<file path="src/rtl/mcs4_pkg.sv">
// mcs4_pkg: shared MCS-4 timing defaults and run-state encoding. Rev 1.0
`default_nettype none

package mcs4_pkg;

  localparam int MCS4_PERIOD     = 68;
  localparam int MCS4_PHI1_WIDTH = 19;
  localparam int MCS4_PHI2_DELAY = 27;
  localparam int MCS4_PHI2_WIDTH = 19;
  localparam int MCS4_POC_CYCLES = 64;

  typedef enum logic [1:0] {
    RS_RUN      = 2'd0,
    RS_STOPPING = 2'd1,
    RS_STOPPED  = 2'd2,
    RS_STEP     = 2'd3
  } run_state_e;

endpackage

`default_nettype wire

</file>
<file path="src/rtl/mcs4_sync2.sv">
// mcs4_sync2: generic two-flop synchronizer with async active-low reset. Rev 1.0
`default_nettype none

module mcs4_sync2 #(
  parameter int WIDTH = 1
) (
  input  logic             clk_i,
  input  logic             rst_ni,
  input  logic [WIDTH-1:0] d_i,
  output logic [WIDTH-1:0] q_o
);

  logic [WIDTH-1:0] meta_q;
  logic [WIDTH-1:0] sync_q;

  always_ff @(posedge clk_i or negedge rst_ni) begin
    if (!rst_ni) begin
      meta_q <= '0;
      sync_q <= '0;
    end else begin
      meta_q <= d_i;
      sync_q <= meta_q;
    end
  end

  assign q_o = sync_q;

endmodule

`default_nettype wire

</file>
<file path="src/rtl/mcs4_clockgen.sv">
// mcs4_clockgen: MCS-4 two-phase clocks, power-on clear and stop/step control. Rev 1.0
`default_nettype none

module mcs4_clockgen
  import mcs4_pkg::*;
#(
  parameter int PERIOD     = MCS4_PERIOD,
  parameter int PHI1_WIDTH = MCS4_PHI1_WIDTH,
  parameter int PHI2_DELAY = MCS4_PHI2_DELAY,
  parameter int PHI2_WIDTH = MCS4_PHI2_WIDTH,
  parameter int POC_CYCLES = MCS4_POC_CYCLES
) (
  input  logic sysclk,
  input  logic reset_n,
  input  logic ext_reset_pad,
  input  logic clk_stop,
  input  logic step,
  output logic clk1_pad,
  output logic clk2_pad,
  output logic poc_pad,
  output logic cycle_strobe,
  output logic stopped
);

  localparam int CW = $clog2(PERIOD);
  localparam int PW = $clog2(POC_CYCLES + 1);

  localparam logic [CW-1:0] C_LAST    = CW'(PERIOD - 1);
  localparam logic [CW-1:0] C_PHI1_HI = CW'(PHI1_WIDTH);
  localparam logic [CW-1:0] C_PHI2_LO = CW'(PHI2_DELAY);
  localparam logic [CW-1:0] C_PHI2_HI = CW'(PHI2_DELAY + PHI2_WIDTH);
  localparam logic [PW-1:0] C_POC     = PW'(POC_CYCLES);

  generate
    if (PHI1_WIDTH < 1 || PHI2_WIDTH < 1) begin : g_chk_width
      $error("mcs4_clockgen: phase widths must be at least 1");
    end
    if (PHI1_WIDTH >= PHI2_DELAY) begin : g_chk_phi1
      $error("mcs4_clockgen: PHI1_WIDTH must be less than PHI2_DELAY");
    end
    if (PHI2_DELAY + PHI2_WIDTH >= PERIOD) begin : g_chk_phi2
      $error("mcs4_clockgen: PHI2_DELAY + PHI2_WIDTH must be less than PERIOD");
    end
  endgenerate

  logic            ext_rst_s;
  run_state_e      state_q, state_d;
  logic [CW-1:0]   cnt_q, cnt_d;
  logic [PW-1:0]   poc_cnt_q, poc_cnt_d;
  logic            poc_armed_q, poc_armed_d;
  logic            clk1_q, clk2_q, strobe_q, poc_q, stopped_q;
  logic            cnt_last;
  logic [CW-1:0]   cnt_inc;
  logic            strobe_d;

  mcs4_sync2 #(.WIDTH(1)) u_ext_sync (
    .clk_i  (sysclk),
    .rst_ni (reset_n),
    .d_i    (ext_reset_pad),
    .q_o    (ext_rst_s)
  );

  assign cnt_last = (cnt_q == C_LAST);
  assign cnt_inc  = cnt_last ? '0 : cnt_q + 1'b1;

  // A stop holds cnt at its last value so the decode below yields both clocks low.
  always_comb begin
    state_d = state_q;
    cnt_d   = cnt_q;
    unique case (state_q)
      RS_RUN: begin
        cnt_d = cnt_inc;
        if (clk_stop && !poc_q) state_d = RS_STOPPING;
      end
      RS_STOPPING: begin
        if (!clk_stop) begin
          state_d = RS_RUN;
          cnt_d   = cnt_inc;
        end else if (cnt_last) begin
          state_d = RS_STOPPED;
        end else begin
          cnt_d = cnt_inc;
        end
      end
      RS_STOPPED: begin
        if (step) begin
          state_d = RS_STEP;
          cnt_d   = '0;
        end else if (!clk_stop) begin
          state_d = RS_RUN;
          cnt_d   = '0;
        end
      end
      RS_STEP: begin
        if (cnt_last && clk_stop) begin
          state_d = RS_STOPPED;
        end else begin
          cnt_d = cnt_inc;
          if (cnt_last) state_d = RS_RUN;
        end
      end
      default: begin
        state_d = RS_RUN;
        cnt_d   = cnt_inc;
      end
    endcase
  end

  assign strobe_d = (cnt_d == '0);

  // The strobe opening the first period only arms the counter, so POC spans full periods.
  always_comb begin
    poc_cnt_d   = poc_cnt_q;
    poc_armed_d = poc_armed_q;
    if (ext_rst_s) begin
      poc_cnt_d   = C_POC;
      poc_armed_d = 1'b0;
    end else if (strobe_d) begin
      if (!poc_armed_q) begin
        poc_armed_d = 1'b1;
      end else if (poc_cnt_q != '0) begin
        poc_cnt_d = poc_cnt_q - 1'b1;
      end
    end
  end

  always_ff @(posedge sysclk or negedge reset_n) begin
    if (!reset_n) begin
      state_q     <= RS_RUN;
      cnt_q       <= C_LAST;
      poc_cnt_q   <= C_POC;
      poc_armed_q <= 1'b0;
      clk1_q      <= 1'b0;
      clk2_q      <= 1'b0;
      strobe_q    <= 1'b0;
      poc_q       <= 1'b1;
      stopped_q   <= 1'b0;
    end else begin
      state_q     <= state_d;
      cnt_q       <= cnt_d;
      poc_cnt_q   <= poc_cnt_d;
      poc_armed_q <= poc_armed_d;
      clk1_q      <= (cnt_d < C_PHI1_HI);
      clk2_q      <= (cnt_d >= C_PHI2_LO) && (cnt_d < C_PHI2_HI);
      strobe_q    <= strobe_d;
      poc_q       <= (poc_cnt_d != '0);
      stopped_q   <= (state_d == RS_STOPPED);
    end
  end

  assign clk1_pad     = clk1_q;
  assign clk2_pad     = clk2_q;
  assign cycle_strobe = strobe_q;
  assign poc_pad      = poc_q;
  assign stopped      = stopped_q;

endmodule

`default_nettype wire
</file>
<file path="config.mk">
export PLATFORM = sky130hd
export DESIGN_NAME = mcs4_clockgen
export DESIGN_NICKNAME = d
export VERILOG_FILES = /design/src/rtl/mcs4_pkg.sv /design/src/rtl/mcs4_sync2.sv /design/src/rtl/mcs4_clockgen.sv
export SDC_FILE = /design/constraint.sdc
export NUM_CORES = 1
export LEC_CHECK = 0
export CAP_MARGIN = 30
export CORE_MARGIN = 5
export CORE_UTILIZATION = 60
export DETAILED_ROUTE_END_ITERATION = 6
export PLACE_DENSITY_LB_ADDON = 0.12
export SYNTH_ARGS = -nofsm -noshare
export SYNTH_HDL_FRONTEND = slang
export SYNTH_SLANG_ARGS = --single-unit
</file>
<file path="constraint.sdc">
create_clock -name sysclk -period 7.9 [get_ports sysclk]
set_input_delay 2.37 -clock sysclk [delete_from_list [all_inputs] [get_ports sysclk]]
set_output_delay 2.37 -clock sysclk [all_outputs]
set_load 0.01 [all_outputs]
</file>
==> flow_metrics.env, run 1 <==
export IMPL_status="complete, no violations"
export IMPL_total_power_uw=222
export IMPL_required_ns=8.15
export IMPL_synth_most_common_cell="dfrtp_1"
export IMPL_synthMuxAreaShare_pct=0.615
export IMPL_ys_seq_area_share_pct=37.3
export IMPL_ir_drop_uv=110
export IMPL_cts_hold_buf=0
export IMPL_dieWidth_um=62.1
export IMPL_synth_common_cells="19 x dfrtp_1, 18 x nand2_1, 17 x nor2_1"
export IMPL_finalWeightedCongestion=0.918
export IMPL_min_from="u_ext_sync.meta_q"
export IMPL_cap_violations=0
export IMPL_largestRegisters="cnt_q: 7 flops, poc_cnt_q: 7 flops, state_q: 2 flops"
export IMPL_timing_rr_end="poc_pad"
export IMPL_final_min_clock_period_ns=4.95
export IMPL_grt_usage_pct=20.7
export IMPL_clock_sinks=24
export IMPL_slew_limit_headroom_pct=57.3
export IMPL_cts_max_path_buffers=2
export IMPL_r2r_slack_ns=4.41
export IMPL_die_y_um=62.1
export IMPL_die_area_um2=3850
export IMPL_syn_avg_cell_area_um2=9.09
export IMPL_ff2ff_path_depth=12
export IMPL_setup_tns_ns=0
export IMPL_layout_drive_gt1_share_pct=13.7
export IMPL_cts_tree="yes"
export IMPL_path_max_fanout=15
export IMPL_path_class="in2reg"
export IMPL_io_pins=10
export IMPL_crit_path_end_kind="flop"
export IMPL_ys_ff_latch=24
export IMPL_worst_clock_skew_ns=0.00124
export IMPL_drt_initial_drc_count=152
export IMPL_ys_warn_count=0
export IMPL_clk_latency_ns=0.32
export IMPL_root_buffer="clkbuf_4"
export IMPL_synth_area_leaders="dfrtp_1 29%, dfstp_2 8.1%, nand2_1 4.2%"
export IMPL_hp_class="reg2reg"
export IMPL_arrival_ns=5.20
export IMPL_drc=0
export IMPL_worst_pin_slew_ns=0.641
export IMPL_p_leak_nw=0.666
export IMPL_dp_hpwl_mm=2.56
export IMPL_finalNetCount=192
export IMPL_fmax_mhz=202
export IMPL_wl_per_cell_um=16.3
export IMPL_synth_top_family_by_area="simple AND/OR/NAND/NOR gates"
export IMPL_r2r_start="cnt_q[0]"
export IMPL_htree_levels=1
export IMPL_finalMaxSlewViolations=0
export IMPL_startpoint_type="input pin"
export IMPL_synth_compound_area_share_pct=24.6
export IMPL_drt_pass1_iter_count=4
export IMPL_num_fill_cells=206
export IMPL_cts_resized_gates=0
export IMPL_rsz0062_at_grt="no"
export IMPL_routed_wl_mm=3.46
export IMPL_synth_area_um2=1630
export IMPL_ys_types=58
export IMPL_antenna_found_initial=0
export IMPL_whs_path_depth=0
export IMPL_path_clk_slew_ns=0.13
export IMPL_fin_crit_sh_pct=62.6
export IMPL_synth_top_area_share_pct=29.2
export IMPL_multi_input_area_um2=906
export IMPL_vias=1377
export IMPL_synth_xor_area_share_pct=1.08
export IMPL_port_buffers=9
export IMPL_cts_made_buffers=3
export IMPL_viasPerCell=6.50
export IMPL_yosysTopAreaCell="dfrtp_1"
export IMPL_grt_ovfl_total=0
export IMPL_final_hold_viol_count=0
export IMPL_cts_setup_buffers=0
export IMPL_holdPathEnd="u_ext_sync.q_o"
export IMPL_grt_pass1_vias=1303
export IMPL_row_count=18
export IMPL_syn2layout_area_growth_pct=8.00
export IMPL_setup_viol=0
export IMPL_postSynth_asyncResetShare_pct=100
export IMPL_synth_cells=179
export IMPL_grt_pass1_wl_mm=5.96
export IMPL_synth_adder_area_share_pct=3.08
export IMPL_ant_nets=0
export IMPL_synth_simple_gate_area_share_pct=26.3
export IMPL_grt_max_degree=20
export IMPL_core_area_um2=2540
export IMPL_ys_flop_type="dfrtp_1"
export IMPL_initial_utilization_pct=63.9
export IMPL_num_antenna_cells=0
export IMPL_synth_edf_count=0
export IMPL_synthesis_nets=188
export IMPL_seqCellArea_um2=607
export IMPL_pwr_density_cell_nw_per_um2=126
-- worst max-delay path by stage --
stage	from	slack (ns)	to	cells after the start
3_3_place_gp	clk_stop	2.74	poc_pad	8
5_1_grt	clk_stop	2.75	poc_pad	8
2_1_floorplan	clk_stop	3.49	poc_pad	10
4_1_cts	clk_stop	2.96	poc_pad	8
3_5_place_dp	clk_stop	2.65	poc_pad	8
6_report	clk_stop	2.95	poc_pad	8
-- critical path, stage by stage --
cell and delay, ns:
clkdlybuf4s50_1 0.75, and4bb_2 0.37, a21oi_1 0.06, o22ai_1 0.52, and3b_1 0.34, a32o_1 0.30, a2111oi_2 0.35, nand4bb_1 0.14
-- cells in the final DEF (no fill, tap or decap), types with 3 or more instances in the layout --
cell type / Yosys / final
dfrtp_1: 19 / 19
nand2_1: 18 / 18
nor2_1: 17 / 17
inv_1: 12 / 12
clkdlybuf4s50_1: 0 / 9
nand3_1: 8 / 8
a21oi_1: 7 / 7
o21ai_0: 6 / 6
dfstp_2: 5 / 5
a211oi_1: 4 / 4
ha_1: 4 / 4
nand4_1: 3 / 3
nand2b_1: 3 / 3
nor4_1: 3 / 3
and3b_1: 3 / 3
o22ai_1: 3 / 3
nor3_1: 3 / 3
a311oi_1: 3 / 3
clkbuf_4: 0 / 3
-- per-layer routing --
metal | up-vias | global-route usage, % | routed length, µm
met5 | - | 0 | 0
met4 | 0 | 6.36 | 41
met3 | 4 | 1.86 | 110
met2 | 27 | 35.2 | 1770
met1 | 672 | 27.9 | 1540
li1 | 674 | - | -
-- power by group --
| part | switching [mW] | internal (mW) | total, mW |
|---|---|---|---|
| sequential | 0.000889 | 0.124 | 0.124 |
| combinational | 0.00462 | 0.00314 | 0.00776 |
| clock | 0.0384 | 0.0513 | 0.0898 |
| total | 0.0440 | 0.178 | 0.222 |
-- final cells by class --
cell class / instances / area share [%]
multi-input cells: 131 / 51.6
flip-flops and latches: 24 / 34.5
repair buffers: 10 / 5.98
inverters: 13 / 2.78
well taps: 30 / 2.14
clock inverters: 1 / 1.71
clock buffers: 3 / 1.28
-- per-stage QoR --
step                std cells  utilization (%)  area [µm²]  hold WS, ns  setup slack, ns
floorplan                 179                -        1630        0.331             3.49
finish                    212             69.0        1760        0.365             2.95
global route              212             69.0        1760        0.387             2.75
global placement          207             66.4        1690        0.333             2.74
detailed placement        208             67.0        1700        0.336             2.65
CTS                       212             69.0        1760        0.368             2.96
-- cells by family (layout without fill, tap and decap cells) --
group	count (synthesis)	count (layout)
compound gates	49	49
xor+xnor	2	2
fa+ha+maj	4	4
buf+inv	24	27
flops	24	24
mux	1	1
simple gates	75	75
Note: power is estimated with default switching activity, not from simulation.
==> run 2, diff against run 1 <==
CORE_UTILIZATION = 53   (was 60)
clock period = 4.34 ns   (was 7.9 ns; I/O delays follow)
==> run 2 against run 1 <==
Net effect:
- via count grew 1.5%
- worst setup slack got worse by 2.4 ns
- first-iteration DRC count shrank 7.9%
- combinational power rose by 97%
- clock skew grew 0.0029 ns
- wire length up 1.6%
- sequential power increased by 82%
- die area up 11%
- global-route usage fell by 2.6 points
- sequential share of layout area decreased by 0.65 points
- highest routed layer is now met3
==> flow_metrics.env, run 2 (same netlist as run 1, synthesis figures left out) <==
export IMPL_worst_clock_skew_ns=0.00415
export IMPL_fmax_mhz=267
export IMPL_syn2layout_area_growth_pct=10.1
export IMPL_cts_hold_buf=0
export IMPL_antenna_found_initial=0
export IMPL_die_area_um2=4280
export IMPL_cts_resized_gates=0
export IMPL_wl_per_cell_um=16.0
export IMPL_row_count=20
export IMPL_vias=1397
export IMPL_hp_class="reg2reg"
export IMPL_grt_ovfl_total=0
export IMPL_post_dp_cell_area_um2=1740
export IMPL_fin_ws_ns=0.589
export IMPL_grt_pass1_wl_mm=6.14
export IMPL_status="complete, no violations"
export IMPL_dp_hpwl_mm=2.66
export IMPL_grt_usage_pct=18.2
export IMPL_grt_max_degree=20
export IMPL_die_y_um=65.4
export IMPL_drc=0
export IMPL_final_common_cell="dfrtp_1"
export IMPL_startpoint_type="input pin"
export IMPL_path_class="in2reg"
export IMPL_crit_path_end_kind="flop"
export IMPL_seqCellArea_um2=607
export IMPL_port_buffers=9
export IMPL_dieWidth_um=65.4
export IMPL_setup_viol=0
export IMPL_cts_made_buffers=3
export IMPL_finalWeightedCongestion=0.902
export IMPL_rsz0062_at_grt="no"
export IMPL_p_leak_nw=0.686
export IMPL_grt_pass1_vias=1321
export IMPL_finalInstanceArea_um2=1790
export IMPL_ir_drop_uv=161
export IMPL_ant_nets=0
export IMPL_initial_utilization_pct=54.2
export IMPL_largestRegisters="cnt_q: 7 flops, poc_cnt_q: 7 flops, state_q: 2 flops"
export IMPL_num_antenna_cells=0
export IMPL_core_area_um2=3000
export IMPL_clock_sinks=24
export IMPL_slew_limit_headroom_pct=61.7
export IMPL_io_pins=10
export IMPL_pwr_density_cell_nw_per_um2=227
export IMPL_finalMaxSlewViolations=0
export IMPL_path_clk_slew_ns=0.14
export IMPL_htree_levels=1
export IMPL_path_max_fanout=10
export IMPL_cts_tree="yes"
export IMPL_worst_pin_slew_ns=0.573
export IMPL_routed_wl_mm=3.51
export IMPL_setup_tns_ns=0
export IMPL_final_hold_viol_count=0
export IMPL_final_min_clock_period_ns=3.75
export IMPL_viasPerCell=6.38
export IMPL_cts_setup_buffers=0
export IMPL_clk_latency_ns=0.32
export IMPL_fin_hold_ws_ns=0.364
export IMPL_drt_pass1_iter_count=4
export IMPL_finalNetCount=196
export IMPL_cts_max_path_buffers=2
export IMPL_fin_crit_sh_pct=86.4
export IMPL_final_cell_mix="19 x dfrtp_1, 18 x nand2_1, 17 x nor2_1, 12 x inv_1, 9 x clkdlybuf4s50_1"
export IMPL_arrival_ns=4.00
export IMPL_post_place_ws_ns=0.255
export IMPL_multi_input_area_um2=906
export IMPL_layout_drive_gt1_share_pct=15.6
export IMPL_root_buffer="clkbuf_4"
export IMPL_cap_violations=0
export IMPL_drt_initial_drc_count=140
export IMPL_num_fill_cells=262
export IMPL_required_ns=4.59
-- run 2: changes by cell type in the layout (fill, tap and decap cells not counted), sizes merged --
| cell | change |
|---|---|
| buf | +4 |
-- run 2: power breakdown --
| group | switching, mW | total (mW) | internal (mW) | leakage [nW] |
|---|---|---|---|---|
| combinational | 0.00849 | 0.0153 | 0.00682 | 0.360 |
| sequential | 0.00158 | 0.226 | 0.225 | 0.298 |
| clock | 0.0709 | 0.164 | 0.0934 | 0.0279 |
| total | 0.0810 | 0.406 | 0.325 | 0.686 |
-- run 2: worst paths after layout --
kind | startpoint | end | slack (ns) | cells past startpoint
max reg2reg | cnt_q[0] | poc_pad | 0.77 | 12
min reg2reg | u_ext_sync.meta_q | u_ext_sync.q_o | 0.36 | 0
min in group asynchronous | reset_n | poc_cnt_q[0] | 1.33 | 1
max | clk_stop | poc_pad | 0.59 | 9
min | u_ext_sync.meta_q | u_ext_sync.q_o | 0.36 | 0
max in group asynchronous | reset_n | cnt_q[6] | 2.44 | 2
-- run 2: layer usage --
| layer | global-route usage [%] | wire [µm] | vias up |
|---|---|---|---|
| li1 | - | - | 679 |
| met1 | 23.7 | 1570 | 680 |
| met2 | 30.3 | 1810 | 38 |
| met3 | 2.74 | 125 | 0 |
| met4 | 6.74 | 0 | 0 |
| met5 | 0 | 0 | - |
-- run 2: final cells by class --
type | instances | area share, %
clock inverter | 1 | 1.68
tap | 33 | 2.31
timing repair buffer | 14 | 7.55
multi-input combinational | 131 | 50.6
inverter | 13 | 2.73
clock buffer | 3 | 1.26
sequential | 24 | 33.9
-- run 2: stage by stage --
step	power, mW	cells	utilization, %
after floorplan	0.234	179	-
after global placement	0.244	214	57.4
after detailed placement	0.246	215	57.9
after CTS	0.411	219	59.6
after global routing	0.426	219	59.6
final	0.406	219	59.6
-- run 2: worst max-delay path: stages --
cell             delay (ns)
clkdlybuf4s50_1        0.56
and4bb_2               0.35
a32oi_1                0.17
o21ai_0                0.19
a2111oi_4              0.50
a311oi_1               0.18
a31o_1                 0.24
a2111oi_2              0.35
nand4bb_1              0.14
==> run 3, diff against run 2 <==
CELL_PAD_IN_SITES_DETAIL_PLACEMENT = 1   (was unset)
CELL_PAD_IN_SITES_GLOBAL_PLACEMENT = 2   (was unset)
CORE_UTILIZATION = 33   (was 53)
==> run 3 against run 2 <==
Net effect:
- non-clock buffer count is 1 lower
- register-to-register slack improved by 0.04 ns
- clock-buffer cell count is the same
- die area up 50%
- via count grew 1.3%
- highest routed layer is now met4
==> flow_metrics.env, run 3 (same netlist as run 1, synthesis figures left out) <==
export IMPL_fmax_mhz=265
export IMPL_grt_pass1_wl_mm=7.29
export IMPL_ant_nets=0
export IMPL_p_leak_nw=0.689
export IMPL_post_dp_cell_area_um2=1770
export IMPL_clk_latency_ns=0.26
export IMPL_finalWeightedCongestion=0.856
export IMPL_slowest_stage="clkdlybuf4s50_1"
export IMPL_vias=1415
export IMPL_port_buffers=9
export IMPL_hp_class="reg2reg"
export IMPL_grt_ovfl_total=0
export IMPL_cap_violations=0
export IMPL_die_area_um2=6430
export IMPL_layout_drive_gt1_share_pct=15.1
export IMPL_pwr_density_cell_nw_per_um2=238
export IMPL_num_antenna_cells=0
export IMPL_fin_crit_sh_pct=86.9
export IMPL_wl_per_cell_um=17.0
export IMPL_clock_sinks=24
export IMPL_required_ns=4.53
export IMPL_finalMaxSlewViolations=0
export IMPL_cts_hold_buf=0
export IMPL_final_common_cell="dfrtp_1"
export IMPL_crit_path_end_kind="flop"
export IMPL_grt_pass1_vias=1439
export IMPL_final_cell_mix="19 x dfrtp_1, 18 x nand2_1, 17 x nor2_1, 12 x inv_1, 9 x clkdlybuf4s50_1"
export IMPL_routed_wl_mm=4.27
export IMPL_initial_utilization_pct=34.2
export IMPL_drt_pass1_iter_count=4
export IMPL_finalInstanceArea_um2=1840
export IMPL_root_buffer="clkbuf_8"
export IMPL_path_clk_slew_ns=0.09
export IMPL_numPlacedInstances=248
export IMPL_setup_tns_ns=0
export IMPL_row_count=25
export IMPL_core_area_um2=4750
export IMPL_status="complete, no violations"
export IMPL_slew_limit_headroom_pct=57.0
export IMPL_path_cells="clkdlybuf4s50_1, and4bb_2, a211oi_1, o32ai_2, a2111oi_4, nand3_1, a32o_1, a2111oi_2, nand4bb_1"
export IMPL_cts_setup_buffers=0
export IMPL_cts_max_path_buffers=2
export IMPL_arrival_ns=3.96
export IMPL_viasPerCell=5.62
export IMPL_instances_no_fill=252
export IMPL_cts_tree="yes"
export IMPL_startpoint_type="input pin"
export IMPL_rsz0062_at_grt="no"
export IMPL_dieWidth_um=80.2
export IMPL_drc=0
export IMPL_grt_max_degree=20
export IMPL_largestRegisters="cnt_q: 7 flops, poc_cnt_q: 7 flops, state_q: 2 flops"
export IMPL_worst_clock_skew_ns=0.00182
export IMPL_setup_viol=0
export IMPL_path_class="in2reg"
export IMPL_cts_resized_gates=0
export IMPL_finalNetCount=195
export IMPL_die_y_um=80.2
export IMPL_syn2layout_area_growth_pct=13.4
export IMPL_io_pins=10
export IMPL_ir_drop_uv=138
export IMPL_path_max_fanout=8
export IMPL_htree_levels=1
export IMPL_grt_usage_pct=14.4
export IMPL_final_hold_viol_count=0
export IMPL_max_stage_delay_ns=0.54
export IMPL_cts_made_buffers=3
export IMPL_dp_hpwl_mm=3.35
export IMPL_drt_initial_drc_count=60
export IMPL_antenna_found_initial=0
export IMPL_worst_pin_slew_ns=0.643
export IMPL_final_min_clock_period_ns=3.77
## run 3: cell types whose count changed in the layout (fill, tap and decap cells not counted), sizes merged
cell,change
buf,-1
## run 3: final cells by class
class                      instances  area, µm²
clock inverter                     1       30.0
timing repair buffer              13        128
inverter                          13       48.8
fill                             576       2910
sequential                        24        607
multi-input combinational        131        906
clock buffer                       3       41.3
tap                               67       83.8
## run 3: through the flow
step / setup WS (ns) / power [mW] / hold WS (ns) / utilization, %
floorplan: 0.999 / 0.234 / 0.331 / -
global placement: 0.315 / 0.245 / 0.333 / 37.0
detailed placement: 0.285 / 0.247 / 0.337 / 37.3
CTS: 0.568 / 0.446 / 0.358 / 38.8
global route: 0.390 / 0.459 / 0.367 / 38.8
finish: 0.568 / 0.438 / 0.355 / 38.8
## run 3: routing by layer
metal / wire, µm / up-vias / global-route usage [%] / part of all wire [%]
met3: 91 / 6 / 1.68 / 2.1
li1: - / 674 / - / -
met1: 1880 / 712 / 18.5 / 44
met5: 0 / - / 0 / 0
met4: 73 / 0 / 4.73 / 1.7
met2: 2230 / 23 / 24.9 / 52
## run 3: critical path, delay by kind of cell
family | cells | cell delay, ns
buf+inv | 1 | 0.54
simple gates | 3 | 0.63
compound gates | 5 | 1.49
## run 3: report_power, final
part | switching [mW] | internal [mW]
clock | 0.0726 | 0.123
sequential | 0.00184 | 0.225
combinational | 0.00926 | 0.00683
## run 3: worst paths after layout
path                                        start           endpoint  slack (ns)  cells after the start
max in group asynchronous                 reset_n       poc_cnt_q[6]        2.32                      2
worst max-delay path                     clk_stop            poc_pad        0.57                      9
worst min register to register  u_ext_sync.meta_q     u_ext_sync.q_o        0.36                      0
min in group asynchronous                 reset_n  u_ext_sync.meta_q        1.43                      1
worst min-delay path            u_ext_sync.meta_q     u_ext_sync.q_o        0.36                      0
worst max register to register           cnt_q[0]            poc_pad        0.81                     12
